`src/rtl/adder_seq.sv`:
```
// adder_seq: multi-cycle digit-serial add/sub/adc/sbb with valid/ready handshakes
module adder_seq #(
  parameter int W = 32,
  parameter int D = 8
) (
  input  logic         clk,
  input  logic         rst,
  input  logic         in_valid,
  output logic         in_ready,
  input  logic [W-1:0] x,
  input  logic [W-1:0] y,
  input  logic [1:0]   op,
  output logic         out_valid,
  input  logic         out_ready,
  output logic [W-1:0] s,
  output logic         c,
  output logic         o,
  output logic         z
);
  localparam int NDIG = W / D;
  localparam int CW = NDIG > 1 ? $clog2(NDIG) : 1;
  typedef enum logic [1:0] {IDLE, BUSY, DONE} state_t;
  state_t state;
  logic [W-1:0] xr, tr, s_nx;
  logic [CW-1:0] cnt;
  logic cy, cf, last;
  logic [D:0] dsum;
  // one digit of the narrow adder and the full result it produces
  always_comb begin
    dsum = {1'b0, xr[cnt*D +: D]} + {1'b0, tr[cnt*D +: D]} + {{D{1'b0}}, cy};
    s_nx = s;
    s_nx[cnt*D +: D] = dsum[D-1:0];
    last = cnt == CW'(NDIG - 1);
  end
  // control FSM with registered handshakes, digit datapath and flags
  always_ff @(posedge clk) begin
    if (rst) begin
      state <= IDLE;
      in_ready <= 1'b1;
      out_valid <= 1'b0;
      s <= '0;
      c <= 1'b0;
      o <= 1'b0;
      z <= 1'b0;
      cf <= 1'b0;
      cnt <= '0;
      cy <= 1'b0;
      xr <= '0;
      tr <= '0;
    end else begin
      case (state)
        IDLE: if (in_valid) begin
          xr <= x;
          tr <= {W{op[0]}} ^ y;
          cy <= op[1] ? cf : op[0];
          s <= '0;
          cnt <= '0;
          in_ready <= 1'b0;
          state <= BUSY;
        end
        BUSY: begin
          s <= s_nx;
          cy <= dsum[D];
          cnt <= last ? cnt : cnt + 1'b1;
          if (last) begin
            c <= dsum[D];
            o <= ~(xr[W-1] ^ tr[W-1]) & (s_nx[W-1] ^ xr[W-1]);
            z <= ~|s_nx;
            out_valid <= 1'b1;
            state <= DONE;
          end
        end
        DONE: if (out_ready) begin
          cf <= c;
          out_valid <= 1'b0;
          in_ready <= 1'b1;
          state <= IDLE;
        end
        default: state <= IDLE;
      endcase
    end
  end
endmodule

```
`config.mk`:
```
export PLATFORM = sky130hd
export DESIGN_NAME = adder_seq
export DESIGN_NICKNAME = d
export VERILOG_FILES = /design/src/rtl/adder_seq.sv
export SDC_FILE = /design/constraint.sdc
export NUM_CORES = 1
export LEC_CHECK = 0
export BUFFER_PORTS_ARGS = -buffer_cell sky130_fd_sc_hd__buf_2
export CORE_MARGIN = 2
export CORE_UTILIZATION = 49
export CTS_CLUSTER_DIAMETER = 150
export CTS_CLUSTER_SIZE = 25
export DETAILED_ROUTE_END_ITERATION = 16
export PLACE_DENSITY = 0.76
export SYNTH_ARGS = -nofsm -noshare
export SYNTH_HDL_FRONTEND = slang
export SYNTH_SLANG_ARGS = --single-unit
```
`constraint.sdc`:
```
create_clock -name clk -period 3.1 [get_ports clk]
set_clock_uncertainty 0.05 [all_clocks]
set_input_delay 0.155 -clock clk [delete_from_list [all_inputs] [get_ports clk]]
set_output_delay 0.155 -clock clk [all_outputs]
set_load 0.03 [all_outputs]
```
Yosys cells after proc, flatten, opt, wreduce, memory -nomap -nowiden --
Index checks and enable logic that the tools add are counted.
Storage, ports and cells: ROM bits 0, output and inout bits 37, memories kept 0, bits in writable memories 0, bits of input ports 70, latch bits 0, word-level logic and storage cells 65, bits in registers 107
Cells by class: mux-type cells 19, $mul 0, add/subtract/negate cells 4, div/mod/pow operators 0, reduce and logical (&&, ||, !) cells 14, shift operators 4, order comparisons 0, bitwise operators 5, equality and inequality tests 7
Operators by type and width (count):
- $pmux W32 S2 | 1
- $shiftx A32 B6 Y8 | 2
- $neg A5 Y34 | 1
- $shift A8 B34 Y32 const A | 1
- $shiftx A8 B34 Y32 | 1
- $bwmux W32 | 1
- $mux W32 | 1
- $reduce_or A32 Y1 | 1
- $xor A32 B32 Y32 | 1
- $reduce_and A3 Y1 | 4
- $mux W2 | 5
- $add A8 B8 Y9 | 1
- $add A9 B1 Y9 | 1
- $ne A2 B2 Y1 const B | 4
- $reduce_and A2 Y1 | 4
- $mux W1 | 6
- $pmux W1 S2 | 3
- $pmux W2 S3 | 1
- $reduce_bool A2 Y1 | 3
- $eq A2 B2 Y1 const B | 2
- $pmux W2 S2 | 1
- $add A2 B1 Y2 const B | 1
- $eq A2 B1 Y1 const B | 1
- $logic_not A2 Y1 | 1
- other kinds (4) | 5

Logic depth before layout (Yosys ltp) --
Gate-level depths: netlist (run 1).
depth after elaboration 7, mapped depth 11

Least setup slack after synthesis (run 1) --
OpenSTA, ideal clock, no wires.
kind register -> register, start point register cnt[0], end point register o, setup time 0.091 ns, path buffers 2, cell stages (with the launch flop) 11, required time 2.959 ns, clock period less this slack 3.311 ns, arrival time 3.170 ns, slack -0.211 ns, cell sequence dfxtp_1 buf_2 buf_2 mux4_2 ha_1 o21a_1 or2_4 mux2i_4 nor4b_2 or3_1 a311oi_1
On the way: word-level cells in the longest chain between the ends 7, elaborated cells on any way between the ends 12
RTL lines:
- start: declaration | line 25 | logic [CW-1:0] cnt;
- start signal: assignment | line 64 | cnt <= last ? cnt : cnt + 1'b1;
- $shiftx A32 B6 Y8 | line 30 | dsum = {1'b0, xr[cnt*D +: D]} + {1'b0, tr[cnt*D +: D]} + {{D{1'b0}}, cy};
- $add A8 B8 Y9 | line 30
- $add A9 B1 Y9 | line 30
- $shiftx A8 B34 Y32 | line 32 | s_nx[cnt*D +: D] = dsum[D-1:0];
- $bwmux W32 | line 32
- $xor A1 B1 Y1 | line 67 | o <= ~(xr[W-1] ^ tr[W-1]) & (s_nx[W-1] ^ xr[W-1]);
- $and A1 B1 Y1 | line 67
- end signal: assignment | line 67
- end: declaration | line 17 | output logic o,
Parallel ways exist; a longest one is shown, timed or not. A chain may end at the register's enable or synchronous reset.

Worst setup path in the final report (run 1) --
start point register cnt[0], end point register z
On the way: word-level cells in the longest chain between the ends 7, elaborated cells on any way between the ends 12
RTL lines:
- $shiftx A32 B6 Y8 | line 30
- $add A8 B8 Y9 | line 30
- $add A9 B1 Y9 | line 30
- $shiftx A8 B34 Y32 | line 32
- $bwmux W32 | line 32
- $reduce_or A32 Y1 | line 68 | z <= ~|s_nx;
- $logic_not A1 Y1 | line 68
- end signal: assignment | line 68
- end: declaration | line 18 | output logic z
Parallel ways exist; a longest one is shown, timed or not.

==> results.yml, run 1 <==
timing:
  whs_ns: 0.01511
  maxSlewHeadroom_pct: 37.58
  final_max_slew_viol_count: 0
  setup_tns_ns: 0
  setup_viol: 0
  rsz0062_at_grt: "no"
  finalHoldViolCount: 0
  period_share_pct: 95.51
  fin_crit_ns: 2.961
  tightest_slew_ns: 0.9362
  max_freq_mhz: 337.7
synth:
  ys_types: 49
  synthCells: 562
  synth.avg_cell_area_sq_um: 8.970
  yosys.area.top_type: "dfxtp_1"
  synthesis.area_sq_mm: 0.005041
  synth-async-reset-ratio_pct: 0
  ys_ff_latch: 107
  synth_top_area_share_pct: 42.49
  yosysSeqAreaShare_pct: 42.49
  synth_nets: 647
  yosysWarnings: 0
  synth_edf_count: 0
  synth.area.top_cells: "dfxtp_1, mux4_2, nor2_1"
  synth_flop_cell: "dfxtp_1"
route:
  vias: 4617
  drt_first_iter_violations: 261
  firstDrtPassIters: 5
  wirelength_microns: 13320
  routedWlPerCell_microns: 16.03
  postRouteAntennaNets: 0
  vias_per_cell: 5.556
  drcViolationCount: 0
global_route:
  grt_pass1_wl_microns: 21050
  grt_start_max_net_pins: 97
  grt_overflow: 0
  antenna_found_initial: 0
  grt_usage_pct: 23.93
  first_global_vias: 4423
power_and_ir_drop:
  switchingPower_uw: 857.9
  internal-power_mw: 2.212
  powerDensity_mw_per_mm2: 487.9
  totalPowerFinal_mw: 3.070
  p_comb_share_pct: 19.7
  power_frac_seq_pct: 48.5
  irDropWorstVdd_mv: 0.2408
  power.share.clock_pct: 31.8
  p_leak_nw: 2.517
  switching_share_pct: 27.94
floorplanning:
  rows: 37
  start_util_pct: 49.72
  die_h_microns: 105.4
  core_area_sq_mm: 0.01014
  ios: 107
  die_w_microns: 105.4
  die_area_sq_mm: 0.01112
finish:
  final_util_pct: 62.08
  num_antenna_cells: 0
  layout-drive-gt1-share_pct: 23.74
  nets: 775
  stdcell_count: 831
  synthToLayoutAreaGrowth_pct: 24.84
  num-fill-cells: 834
setup_path:
  crit_type: "register to register"
  path_cells: "buf_4, mux4_2, ha_1, a21o_1, and4_4, o311a_1, nor3_2, o21ai_0, a31o_1"
  path_max_fanout: 6
  worst_setup_path_start_kind: "register"
  crit_required_ns: 3.33
  crit_buf_inv: 1
  critPathSlowestCell: "mux4_2"
  max_stage_delay_ns: 0.52
  endpoint_kind: "register"
  path_delay_family: "compound AO/OA/AOI/OAI gates"
  critPathArrivalTime_ns: 3.19
cts:
  cts_buffer_depth: 2
  htreeDepth: 3
  cts.sinks: 107
  clk_latency_ns: 0.38
  cts_buffers: 9
  path_clk_slew_ns: 0.10
  cts-root-buf: "clkbuf_8"
  cts_tree: "built"
place:
  portBuffers: 106
  place_inst: 782
  routabilityCongestion: 0.9171
  dpl.hpwl_microns: 9221
status:
  outcome: "finished, final reports clean"
worst_hold_path:
  hold_path.class: "input port to register"
flow_run:
  maxCapViolations: 0
-- area by class of cell --
| class | count | area, sq um | share of cell area (%) |
|---|---|---|---|
| multi-input combinational | 406 | 2719 | 43.20 |
| sequential | 107 | 2146 | 34.10 |
| clock buffer | 11 | 151.4 | 2.406 |
| inverter | 11 | 41.29 | 0.6561 |
| timing repair buffer | 155 | 980.9 | 15.59 |
| clock inverter | 5 | 85.08 | 1.352 |
| tap | 136 | 170.2 | 2.704 |
-- tightest hold or removal path, delay by kind of cell --
kind            cells  cell delay [ns]
buf+inv             1             0.11
simple gates        1             0.07
compound gates      1             0.06
-- final timing paths --
kind	start	endpoint	slack (ns)	depth (start not counted)
worst max-delay path	cnt[0]$_SDFFE_PP0P_	z$_SDFFE_PP0P_	0.14	9
worst min-delay path	in_valid	state[0]$_SDFFE_PP0P_	0.02	3
worst max register to register	cnt[0]$_SDFFE_PP0P_	z$_SDFFE_PP0P_	0.14	9
worst min register to register	xr[24]$_SDFFE_PP0P_	xr[24]$_SDFFE_PP0P_	0.42	2
-- placed cells by master, fill, tap and decap left out, types with 3 or more instances in the layout --
cell	instances
buf_2	106
mux2i_1	3
nor2b_1	5
o21ai_0	6
nor3_1	8
dfxtp_1	106
dlygate4sd3_1	33
a22oi_1	29
nand2b_1	4
nand2_1	70
a211oi_1	34
mux4_2	16
clkbuf_8	11
a21oi_1	52
buf_4	16
inv_1	11
xnor2_1	36
ha_1	13
nor2_1	85
nor4_1	7
-- state kept, by name, summed over array words and instances (netlist names) --
register and cells:
cnt 2, z 1, in_ready 1, xr 32
o 1, out_valid 1, s 32, tr 32
cf 1, cy 1, state 2, c 1
-- layer usage --
layer / up-vias / GRT usage (%) / wire (microns)
met5: - / 0 / 0
met4: 0 / 9.810 / 424
met3: 33 / 5.257 / 799
met2: 173 / 40.55 / 6568
met1: 2165 / 29.43 / 5532
li1: 2246 / - / -
-- cell usage after synthesis, types with 2 or more instances --
| cell | number |
|---|---|
| o21ai_0 | 6 |
| nand2_1 | 70 |
| clkbuf_1 | 31 |
| nor3_1 | 8 |
| nor3b_1 | 2 |
| mux4_2 | 16 |
| inv_1 | 11 |
| o21ai_1 | 2 |
| or3_1 | 2 |
| dfxtp_1 | 107 |
| o22ai_1 | 2 |
| ha_1 | 13 |
| o21a_1 | 2 |
| fa_1 | 2 |
| nor4_1 | 7 |
| nor2b_1 | 5 |
| buf_1 | 4 |
| a211oi_1 | 34 |
| buf_2 | 3 |
| a21oi_1 | 52 |
| a22oi_1 | 29 |
| mux2i_1 | 3 |
| nor4_2 | 2 |
| nand2b_1 | 4 |
| nor2_1 | 86 |
| xnor2_1 | 36 |
-- power by group through the flow --
stage / combinational, mW / clock [mW] / sequential, mW
finish: 0.605 / 0.977 / 1.49
CTS: 0.594 / 0.989 / 1.49
floorplan: 0.370 / 0 / 1.51
global placement: 0.548 / 0 / 1.52
global route: 0.654 / 1.05 / 1.50
detailed placement: 0.563 / 0 / 1.52
-- cells by family after synthesis --
logic type | count (synthesis) | share of synthesized area, %
simple gates | 197 | 17.65
buf+inv | 49 | 3.723
compound gates | 138 | 17.67
xor+xnor | 36 | 6.255
mux | 20 | 8.191
flops | 107 | 42.49
fa+ha+maj | 15 | 4.021
-- timing repair --
action / in CTS / in global routing
hold buffers: 31 / 2
buffers inserted: 0 / 0
endpoints found under the hold margin: 31 / 2
resized for setup: 0 / 2
endpoints found under the setup margin: 0 / 11
-- through the flow --
stage / setup WS, ns / cell area, sq um
global placement: 0.06901 / 5723
finish: 0.1392 / 6294
CTS: 0.01817 / 6270
floorplan: 0.003485 / 5051
global route: 0.01206 / 6294
detailed placement: 0.04217 / 5723
Note: power is estimated with default switching activity, not from simulation.
==> run 2, diff against run 1 <==
Settings changed: CORE_UTILIZATION 49 to 55, PLACE_DENSITY 0.76 to 0.8.
Clock period 3.1 ns to 2.8 ns, I/O delays scaled along.
==> run 2 against run 1 <==
Effect of this change:
- the run now ends with setup timing left
- die area shrank 11%
- cell count shrank 1.8%
- design area grew 3.8%
- flip-flop and latch count is the same
- utilization grew 12 points
- setup slack lost 0.21 ns
- total power grew 11%
- largest power group unchanged
==> results.yml, run 2 (synthesized netlist as in run 1, its figures left out) <==
cts:
  cts_buffer_depth: 2
  cts-root-buf: "clkbuf_8"
  htreeDepth: 3
  clk_latency_ns: 0.36
  path_clk_slew_ns: 0.10
  cts_buffers: 9
  cts_tree: "built"
  cts.sinks: 107
setup_path:
  crit_start: "cnt[0]$_SDFFE_PP0P_"
  max_stage_delay_ns: 0.53
  crit_type: "register to register"
  critPathArrivalTime_ns: 3.10
  path_max_fanout: 6
  endpoint_kind: "register"
  r2r-start: "cnt[0]$_SDFFE_PP0P_"
  path_cells: "buf_6, mux4_2, ha_4, a21oi_1, nor2_2, o311a_4, nor4b_4, o21ai_1, a311oi_1"
  critPathSlowestCell: "mux4_2"
  crit_required_ns: 3.02
  worst_setup_path_start_kind: "register"
finish:
  final_cell_mix: "dfxtp_1, buf_2, nor2_1, nand2_1, a21oi_1"
  nets: 788
  reg.largest.list: "s (32), tr (32), xr (32)"
  synthToLayoutAreaGrowth_pct: 29.59
  num_antenna_cells: 0
  layout-drive-gt1-share_pct: 28.67
  design_area_sq_mm: 0.006533
timing:
  period_share_pct: 102.6
  fin_crit_ns: 2.872
  worst_slack_ns: -0.07240
  max_freq_mhz: 348.1
  maxSlewHeadroom_pct: 41.28
  tightest_slew_ns: 0.8808
  rsz0062_at_grt: "yes"
  setup_viol: 6
  finalHoldViolCount: 0
  final_max_slew_viol_count: 0
  setup_tns_ns: -0.2881
route:
  wirelength_microns: 13550
  vias_per_cell: 5.735
  vias: 4680
  drcViolationCount: 0
  postRouteAntennaNets: 0
  firstDrtPassIters: 5
  routedWlPerCell_microns: 16.60
  drt_first_iter_violations: 253
floorplanning:
  die_w_microns: 99.74
  ios: 107
  start_util_pct: 57.25
  rows: 34
  die_area_sq_mm: 0.009947
  die_h_microns: 99.74
  core_area_sq_mm: 0.008806
status:
  violations: "setup timing"
  outcome: "complete, but fails checks"
power_and_ir_drop:
  powerDensity_mw_per_mm2: 522.1
  irDropWorstVdd_mv: 0.4270
  p_leak_nw: 2.587
  totalPowerFinal_mw: 3.410
global_route:
  grt_start_max_net_pins: 82
  grt_usage_pct: 28.19
  grt_overflow: 0
  first_global_vias: 4619
  grt_pass1_wl_microns: 22430
  antenna_found_initial: 0
flow_run:
  maxCapViolations: 0
place:
  place_ws_ns: -0.09919
  dpl.hpwl_microns: 9218
  portBuffers: 106
  routabilityCongestion: 0.9230
  place_area_sq_mm: 0.005868
worst_hold_path:
  hold_path.class: "input port to register"
  hold_start: "y[29]"
==> run 2: cell types whose count changed in the layout (fill, tap and decap cells not counted), sizes merged <==
cell / before / now
buf: 122 / 138
dlygate4sd3: 33 / 30
bufinv: 2 / 1
inv: 11 / 12
==> run 2: through the flow <==
stage	hold slack, ns	util (%)	instances
after floorplan	0.2260	-	562
after global placement	0.3313	66.64	765
after detailed placement	0.3364	66.64	765
after CTS	0.001856	73.19	814
after global routing	0.005687	74.18	816
final	0.01173	74.18	816
==> run 2: worst max-delay path, delay by kind of cell (launching register included) <==
| family | cells | cell delay (ns) |
|---|---|---|
| simple gates | 2 | 0.40 |
| flops | 1 | 0.43 |
| mux | 1 | 0.53 |
| fa+ha+maj | 1 | 0.27 |
| buf+inv | 1 | 0.15 |
| compound gates | 4 | 0.96 |
==> run 2: metal layers <==
layer  GRT usage (%)  vias to the layer above  part of all wire (%)
met5               0                        -                     0
met4           11.49                        0                   3.4
met3           3.303                       40                   5.7
met2           47.45                      171                    48
met1           37.00                     2217                    43
li1                -                     2252                     -
==> run 2: path summary, 6_finish.rpt <==
check,slack (ns),end,cells past startpoint
hold reg to reg,0.41,xr[22]$_SDFFE_PP0P_,2
setup reg to reg,-0.07,o$_SDFFE_PP0P_,9
hold / removal,0.01,tr[29]$_SDFFE_PP0P_,3
setup / recovery,-0.07,o$_SDFFE_PP0P_,9
==> run 2: report_power, final <==
part           internal [mW]  switching (mW)
clock network          0.466           0.511
logic                  0.368           0.415
registers               1.60          0.0540
==> run 2: area by class of cell <==
class / instances / area, sq um
timing repair buffer: 168 / 1109
inverter: 11 / 41.29
clock buffer: 11 / 151.4
sequential: 107 / 2147
multi-input combinational: 406 / 2889
tap: 108 / 135.1
fill: 631 / 2273
clock inverter: 5 / 60.06
==> run 2: timing repair <==
action,CTS,global route
pin swaps,10,10
resized for setup,9,15
endpoints found under the hold margin,30,0
setup buffers,3,2
hold buffers,30,0
setup endpoints to repair,10,16
